### src/rtl/prbs_ber_checker_sat_counter.sv
// Saturating up-counter with synchronous clear and a sticky flag that is set
// once the count reaches all-ones.
module prbs_sat_counter #(
  parameter int WIDTH = 32
) (
  input  logic             clock,
  input  logic             i_reset,
  input  logic             inc_i,
  input  logic             clr_i,
  output logic [WIDTH-1:0] count_o,
  output logic             sat_o
);

  logic [WIDTH-1:0] cnt_q, cnt_d;
  logic             sat_q, sat_d;

  // Clear takes priority over an increment arriving on the same cycle.
  always_comb begin
    cnt_d = cnt_q;
    sat_d = sat_q;
    if (clr_i) begin
      cnt_d = '0;
      sat_d = 1'b0;
    end else begin
      if (inc_i && (cnt_q != '1)) begin
        cnt_d = cnt_q + WIDTH'(1);
      end
      sat_d = sat_q | (cnt_d == '1);
    end
  end

  always_ff @(posedge clock or negedge i_reset) begin
    if (!i_reset) begin
      cnt_q <= '0;
      sat_q <= 1'b0;
    end else begin
      cnt_q <= cnt_d;
      sat_q <= sat_d;
    end
  end

  assign count_o = cnt_q;
  assign sat_o   = sat_q;

endmodule

### config.mk
export PLATFORM = sky130hd
export DESIGN_NAME = prbs_sat_counter
export DESIGN_NICKNAME = d
export VERILOG_FILES = /design/src/rtl/prbs_ber_checker_sat_counter.sv
export SDC_FILE = /design/constraint.sdc
export NUM_CORES = 1
export LEC_CHECK = 0
export CAP_MARGIN = 20
export CORE_ASPECT_RATIO = 1.4
export CORE_MARGIN = 4
export CORE_UTILIZATION = 59
export CTS_BUF_LIST = sky130_fd_sc_hd__clkbuf_4 sky130_fd_sc_hd__clkbuf_8
export CTS_CLUSTER_DIAMETER = 60
export DETAILED_ROUTE_END_ITERATION = 12
export MAX_ROUTING_LAYER = met4
export PLACE_DENSITY = 0.93
export SYNTH_ARGS = -nofsm -noshare
export SYNTH_HDL_FRONTEND = slang
export SYNTH_SLANG_ARGS = --single-unit
### constraint.sdc
create_clock -name clock -period 5.45 [get_ports clock]
set_input_delay 0.545 -clock clock [delete_from_list [all_inputs] [get_ports clock]]
set_output_delay 0.545 -clock clock [all_outputs]
set_load 0.02 [all_outputs]
==> flow_summary.html <==
<table>
<tr><th>Metric</th><th>Value</th></tr>
<tr><th colspan="2">Run status</th></tr>
<tr><td>Status</td><td>completed</td></tr>
<tr><th colspan="2">Global routing</th></tr>
<tr><td>Wire length of the first global-routing pass</td><td>9130 um</td></tr>
<tr><td>Number of antenna violations at the first check in global routing</td><td>0</td></tr>
<tr><td>Total global routing overflow</td><td>0</td></tr>
<tr><td>Global-route usage over all layers</td><td>approximately a quarter</td></tr>
<tr><td>Via count of the first global-routing pass</td><td>1,907</td></tr>
<tr><td>Pin count of the biggest net entering global routing</td><td>34</td></tr>
<tr><th colspan="2">Routing</th></tr>
<tr><td>Length of the first detailed-routing pass in iterations</td><td>5</td></tr>
<tr><td>DRC viols</td><td>0</td></tr>
<tr><td>Number of design-rule violations left by the first detailed-router iteration</td><td>112</td></tr>
<tr><td>Detailed-route wire length per cell</td><td>16.8 um</td></tr>
<tr><td>Final WL</td><td>~5300 um</td></tr>
<tr><td>Count of nets left with antenna violations after detail routing</td><td>0</td></tr>
<tr><td>Via Count</td><td>just under 2,000</td></tr>
<tr><td>Vias per cell</td><td>6.23</td></tr>
<tr><th colspan="2">Worst hold path</th></tr>
<tr><td>Type of the most critical hold path</td><td>reg -&gt; reg</td></tr>
<tr><th colspan="2">Layout</th></tr>
<tr><td>Post-Layout Cell Count</td><td>314</td></tr>
<tr><td>Final Cell Area</td><td>roughly 2500 um^2</td></tr>
<tr><td>Layout cells sized above 1</td><td>9.49%</td></tr>
<tr><td>Synth-to-Final Area Change</td><td>20.7%</td></tr>
<tr><td>Number of fill cells in the layout</td><td>260</td></tr>
<tr><td>Final Core Density</td><td>74.6%</td></tr>
<tr><td>Antenna fix cells</td><td>0</td></tr>
<tr><td>Final net count</td><td>278</td></tr>
<tr><th colspan="2">Pwr</th></tr>
<tr><td>Switching part of the total power</td><td>23.2%</td></tr>
<tr><td>Leak</td><td>0.997 nW</td></tr>
<tr><td>Largest voltage drop on the vdd net</td><td>211 uV</td></tr>
<tr><td>Comb pwr share</td><td>under 10%</td></tr>
<tr><td>Register share of total power</td><td>54.8%</td></tr>
<tr><td>Pwr per Cell Area</td><td>approximately 180 nW/um^2</td></tr>
<tr><td>PnR Total Power</td><td>between 0.4 and 0.5 mW</td></tr>
<tr><td>Internal power</td><td>0.349 mW</td></tr>
<tr><td>Clk network pwr share</td><td>39.6%</td></tr>
<tr><td>Switching power total</td><td>0.106 mW</td></tr>
<tr><th colspan="2">Clock network</th></tr>
<tr><td>Clock tree from TritonCTS</td><td>done</td></tr>
<tr><td>Number of resized instances in the post-cts repair step</td><td>0</td></tr>
<tr><td>Hold buffers post-CTS</td><td>0</td></tr>
<tr><td>Clock latency reported for the late side of the worst-skew pair</td><td>about 0.29 ns</td></tr>
<tr><td>Number of sinks on the clock net</td><td>33</td></tr>
<tr><td>Root buf cell</td><td>sky130_fd_sc_hd__clkbuf_8</td></tr>
<tr><td>Buffer levels on the longest clock path</td><td>2</td></tr>
<tr><td>Clock transition time at the flip-flop clock pins of the worst setup and hold paths</td><td>around 0.070 ns</td></tr>
<tr><td>Max H-tree Level</td><td>2</td></tr>
<tr><td>Number of buffers inserted by post-CTS setup repair</td><td>0</td></tr>
<tr><td>Number of buffers created by CTS</td><td>5</td></tr>
<tr><th colspan="2">Place</th></tr>
<tr><td>Dpl cells</td><td>306</td></tr>
<tr><td>Quantity of I/O buffers inserted on ports</td><td>36</td></tr>
<tr><td>Routability Congestion</td><td>0.956</td></tr>
<tr><td>Detailed-placement wirelength estimate</td><td>3700 um</td></tr>
<tr><td>DP Worst Slack</td><td>2.31 ns</td></tr>
<tr><td>Area after DPL</td><td>2460 um^2</td></tr>
<tr><th colspan="2">Logic synthesis</th></tr>
<tr><td>Sequential-to-total area share from yosys stat</td><td>39.2%</td></tr>
<tr><td>Cell types with the largest area share after synthesis</td><td>sky130_fd_sc_hd__dfrtp_1 39%, sky130_fd_sc_hd__nor2_1 8.7%, sky130_fd_sc_hd__xor2_1 5.8%</td></tr>
<tr><td>Yosys top cell by area</td><td>sky130_fd_sc_hd__dfrtp_1</td></tr>
<tr><td>Number of warning messages in the yosys log</td><td>0</td></tr>
<tr><td>Syn nets</td><td>~240</td></tr>
<tr><td>Cell Area, Synth</td><td>2110 um^2</td></tr>
<tr><td>Fraction of registers with async set/reset</td><td>100%</td></tr>
<tr><td>Cell count after synthesis</td><td>approximately 240</td></tr>
<tr><td>Total of flip-flops plus latches after synthesis</td><td>33</td></tr>
<tr><td>Post-synth EDFFs</td><td>0</td></tr>
<tr><td>Top flip-flop cell by instance count after synthesis</td><td>sky130_fd_sc_hd__dfrtp_1</td></tr>
<tr><td>Count of distinct cell types in the synthesized netlist</td><td>49</td></tr>
<tr><td>Area share of the largest cell type after synthesis</td><td>39.2%</td></tr>
<tr><td>Average size of a mapped cell</td><td>8.82 um^2</td></tr>
<tr><th colspan="2">Run</th></tr>
<tr><td>Max-Cap Viols</td><td>0</td></tr>
<tr><th colspan="2">Setup path</th></tr>
<tr><td>Critical setup path kind</td><td>reg -&gt; reg</td></tr>
<tr><td>WP data arrival</td><td>roughly 3.2 ns</td></tr>
<tr><td>Maximum cell stage delay along the critical path</td><td>0.67 ns</td></tr>
<tr><td>Critical-path cell with the highest stage delay</td><td>sky130_fd_sc_hd__nor4_4</td></tr>
<tr><td>Sort of element at the start of the critical path</td><td>flip-flop</td></tr>
<tr><td>Required time of the critical path</td><td>5.64 ns</td></tr>
<tr><td>Crit path top cell by count</td><td>sky130_fd_sc_hd__nand4_1</td></tr>
<tr><td>Crit-path cells</td><td>ha_1 &gt; nand4_1 &gt; nor4_4 &gt; o2111ai_1 &gt; xor2_1 &gt; nor4_1 &gt; nand4_1 &gt; o41ai_2</td></tr>
<tr><td>Worst setup EP type</td><td>flip-flop</td></tr>
<tr><td>Maximum fanout count along the critical path</td><td>10</td></tr>
<tr><td>Worst Path Buf+Inv</td><td>0</td></tr>
<tr><td>CP delay by family, top</td><td>simple AND/OR/NAND/NOR gates</td></tr>
<tr><th colspan="2">Floorplan</th></tr>
<tr><td>FP Rows</td><td>25</td></tr>
<tr><td>Die span in x</td><td>58.5 um</td></tr>
<tr><td>Effective utilization at floorplan</td><td>~62%</td></tr>
<tr><td>Height of the die</td><td>78.7 um</td></tr>
<tr><td># IOs</td><td>37</td></tr>
<tr><td>Floorplan die area</td><td>4610 um^2</td></tr>
<tr><td>Core region area</td><td>3410 um^2</td></tr>
<tr><th colspan="2">Timing</th></tr>
<tr><td>Finish-stage setup viols</td><td>0</td></tr>
<tr><td>Max Fclk</td><td>0.337 GHz</td></tr>
<tr><td>Slew @ Worst Pin</td><td>0.855 ns</td></tr>
<tr><td>Final critical-path setup slack</td><td>2.48 ns</td></tr>
<tr><td>Final setup skew</td><td>approximately 0.0035 ns</td></tr>
<tr><td>Setup_tns</td><td>0 ns</td></tr>
<tr><td>Slew headroom</td><td>about 43%</td></tr>
<tr><td>Hold violation count in the final report</td><td>0</td></tr>
<tr><td>Minimum clock period after layout</td><td>2.97 ns</td></tr>
<tr><td>Final period utilization</td><td>54.5%</td></tr>
<tr><td>Max Slew Vio Count</td><td>0</td></tr>
<tr><td>Unrepaired setup endpoints after global routing</td><td>no</td></tr>
<tr><td>Worst hold margin</td><td>between 0.6 and 0.7 ns</td></tr>
</table>
final cells by class:
cell class | count | area, um^2 | share of cell area (%)
multi-input cells | 189 | 1180 | 46.5
flip-flops and latches | 33 | 826 | 32.5
repair buffers | 38 | 375 | 14.8
clock buffers | 6 | 76.3 | 3.00
well taps | 40 | 50.0 | 1.97
inverters | 6 | 22.5 | 0.885
clock inverters | 2 | 10.0 | 0.394
layer usage:
layer,GRT usage (%),part of all wire [%],up-vias
met5,-,0,-
li1,-,-,921
met3,4.72,6.1,18
met2,41.7,52,86
met1,31.4,38,932
met4,12.3,3.5,0
logic make-up after synthesis:
kind of cell               synth area share (%)
adders and majority gates                 0.593
buffers and inverters                      4.69
DFF                                        39.2
AOI/OAI and AO/OA                          9.85
xor gates and xnor gates                   10.4
muxes                                      2.02
and+or+nand+nor                            33.3
synth_stat cells, types with 3 or more instances:
master / instances
sky130_fd_sc_hd__and3_1: 7
sky130_fd_sc_hd__nand4_1: 16
sky130_fd_sc_hd__nor2_1: 49
sky130_fd_sc_hd__nand3_1: 16
sky130_fd_sc_hd__clkbuf_1: 3
sky130_fd_sc_hd__xnor2_1: 11
sky130_fd_sc_hd__inv_1: 6
sky130_fd_sc_hd__a21oi_1: 8
sky130_fd_sc_hd__nor4_1: 4
sky130_fd_sc_hd__nor3_1: 6
sky130_fd_sc_hd__xor2_1: 14
sky130_fd_sc_hd__nand2_1: 12
sky130_fd_sc_hd__buf_6: 4
sky130_fd_sc_hd__buf_2: 4
sky130_fd_sc_hd__o21ai_0: 5
sky130_fd_sc_hd__dfrtp_1: 33
sky130_fd_sc_hd__nand2b_1: 3
cell usage in the layout, fill, tap and decap left out, drive strengths merged, types with 3 or more instances in the layout:
cell type	instances
inv	6
o21ai	6
clkdlybuf4s50	36
nand2b	3
clkbuf	6
nand4	16
a21oi	8
nor4	7
nor2	49
xnor2	11
nand2	13
dfrtp	33
nand3	17
nor3	6
xor2	14
and3	8
flip-flops by register name, summed over array words and instances (netlist names):
| register | cells |
|---|---|
| sat_o | 1 |
| count_o | 32 |
tightest hold or removal path, cell delays in order (launching register included):
cell	delay [ns]
sky130_fd_sc_hd__dfrtp_1	0.42
sky130_fd_sc_hd__xor2_1	0.09
sky130_fd_sc_hd__nor2_1	0.07
power by group through the flow:
| stage | Combinational, mW | Sequential (mW) | Clock (mW) |
|---|---|---|---|
| floorplan | 0.00981 | 0.255 | 0 |
| global placement | 0.0253 | 0.254 | 0 |
| detailed placement | 0.0255 | 0.254 | 0 |
| CTS | 0.0257 | 0.249 | 0.185 |
| global route | 0.0289 | 0.249 | 0.197 |
| finish | 0.0254 | 0.249 | 0.180 |
worst paths after layout:
check	startpoint	to	slack [ns]	cells after the start
max in group asynchronous	i_reset	count_o[29]$_DFF_PN0_	4.49	2
min	count_o[27]$_DFF_PN0_	count_o[27]$_DFF_PN0_	0.61	2
max	count_o[0]$_DFF_PN0_	sat_o$_DFF_PN0_	2.48	8
min reg2reg	count_o[27]$_DFF_PN0_	count_o[27]$_DFF_PN0_	0.61	2
min in group asynchronous	i_reset	count_o[5]$_DFF_PN0_	0.66	2
max reg2reg	count_o[0]$_DFF_PN0_	sat_o$_DFF_PN0_	2.48	8
Note: power is estimated with default switching activity, not from simulation.
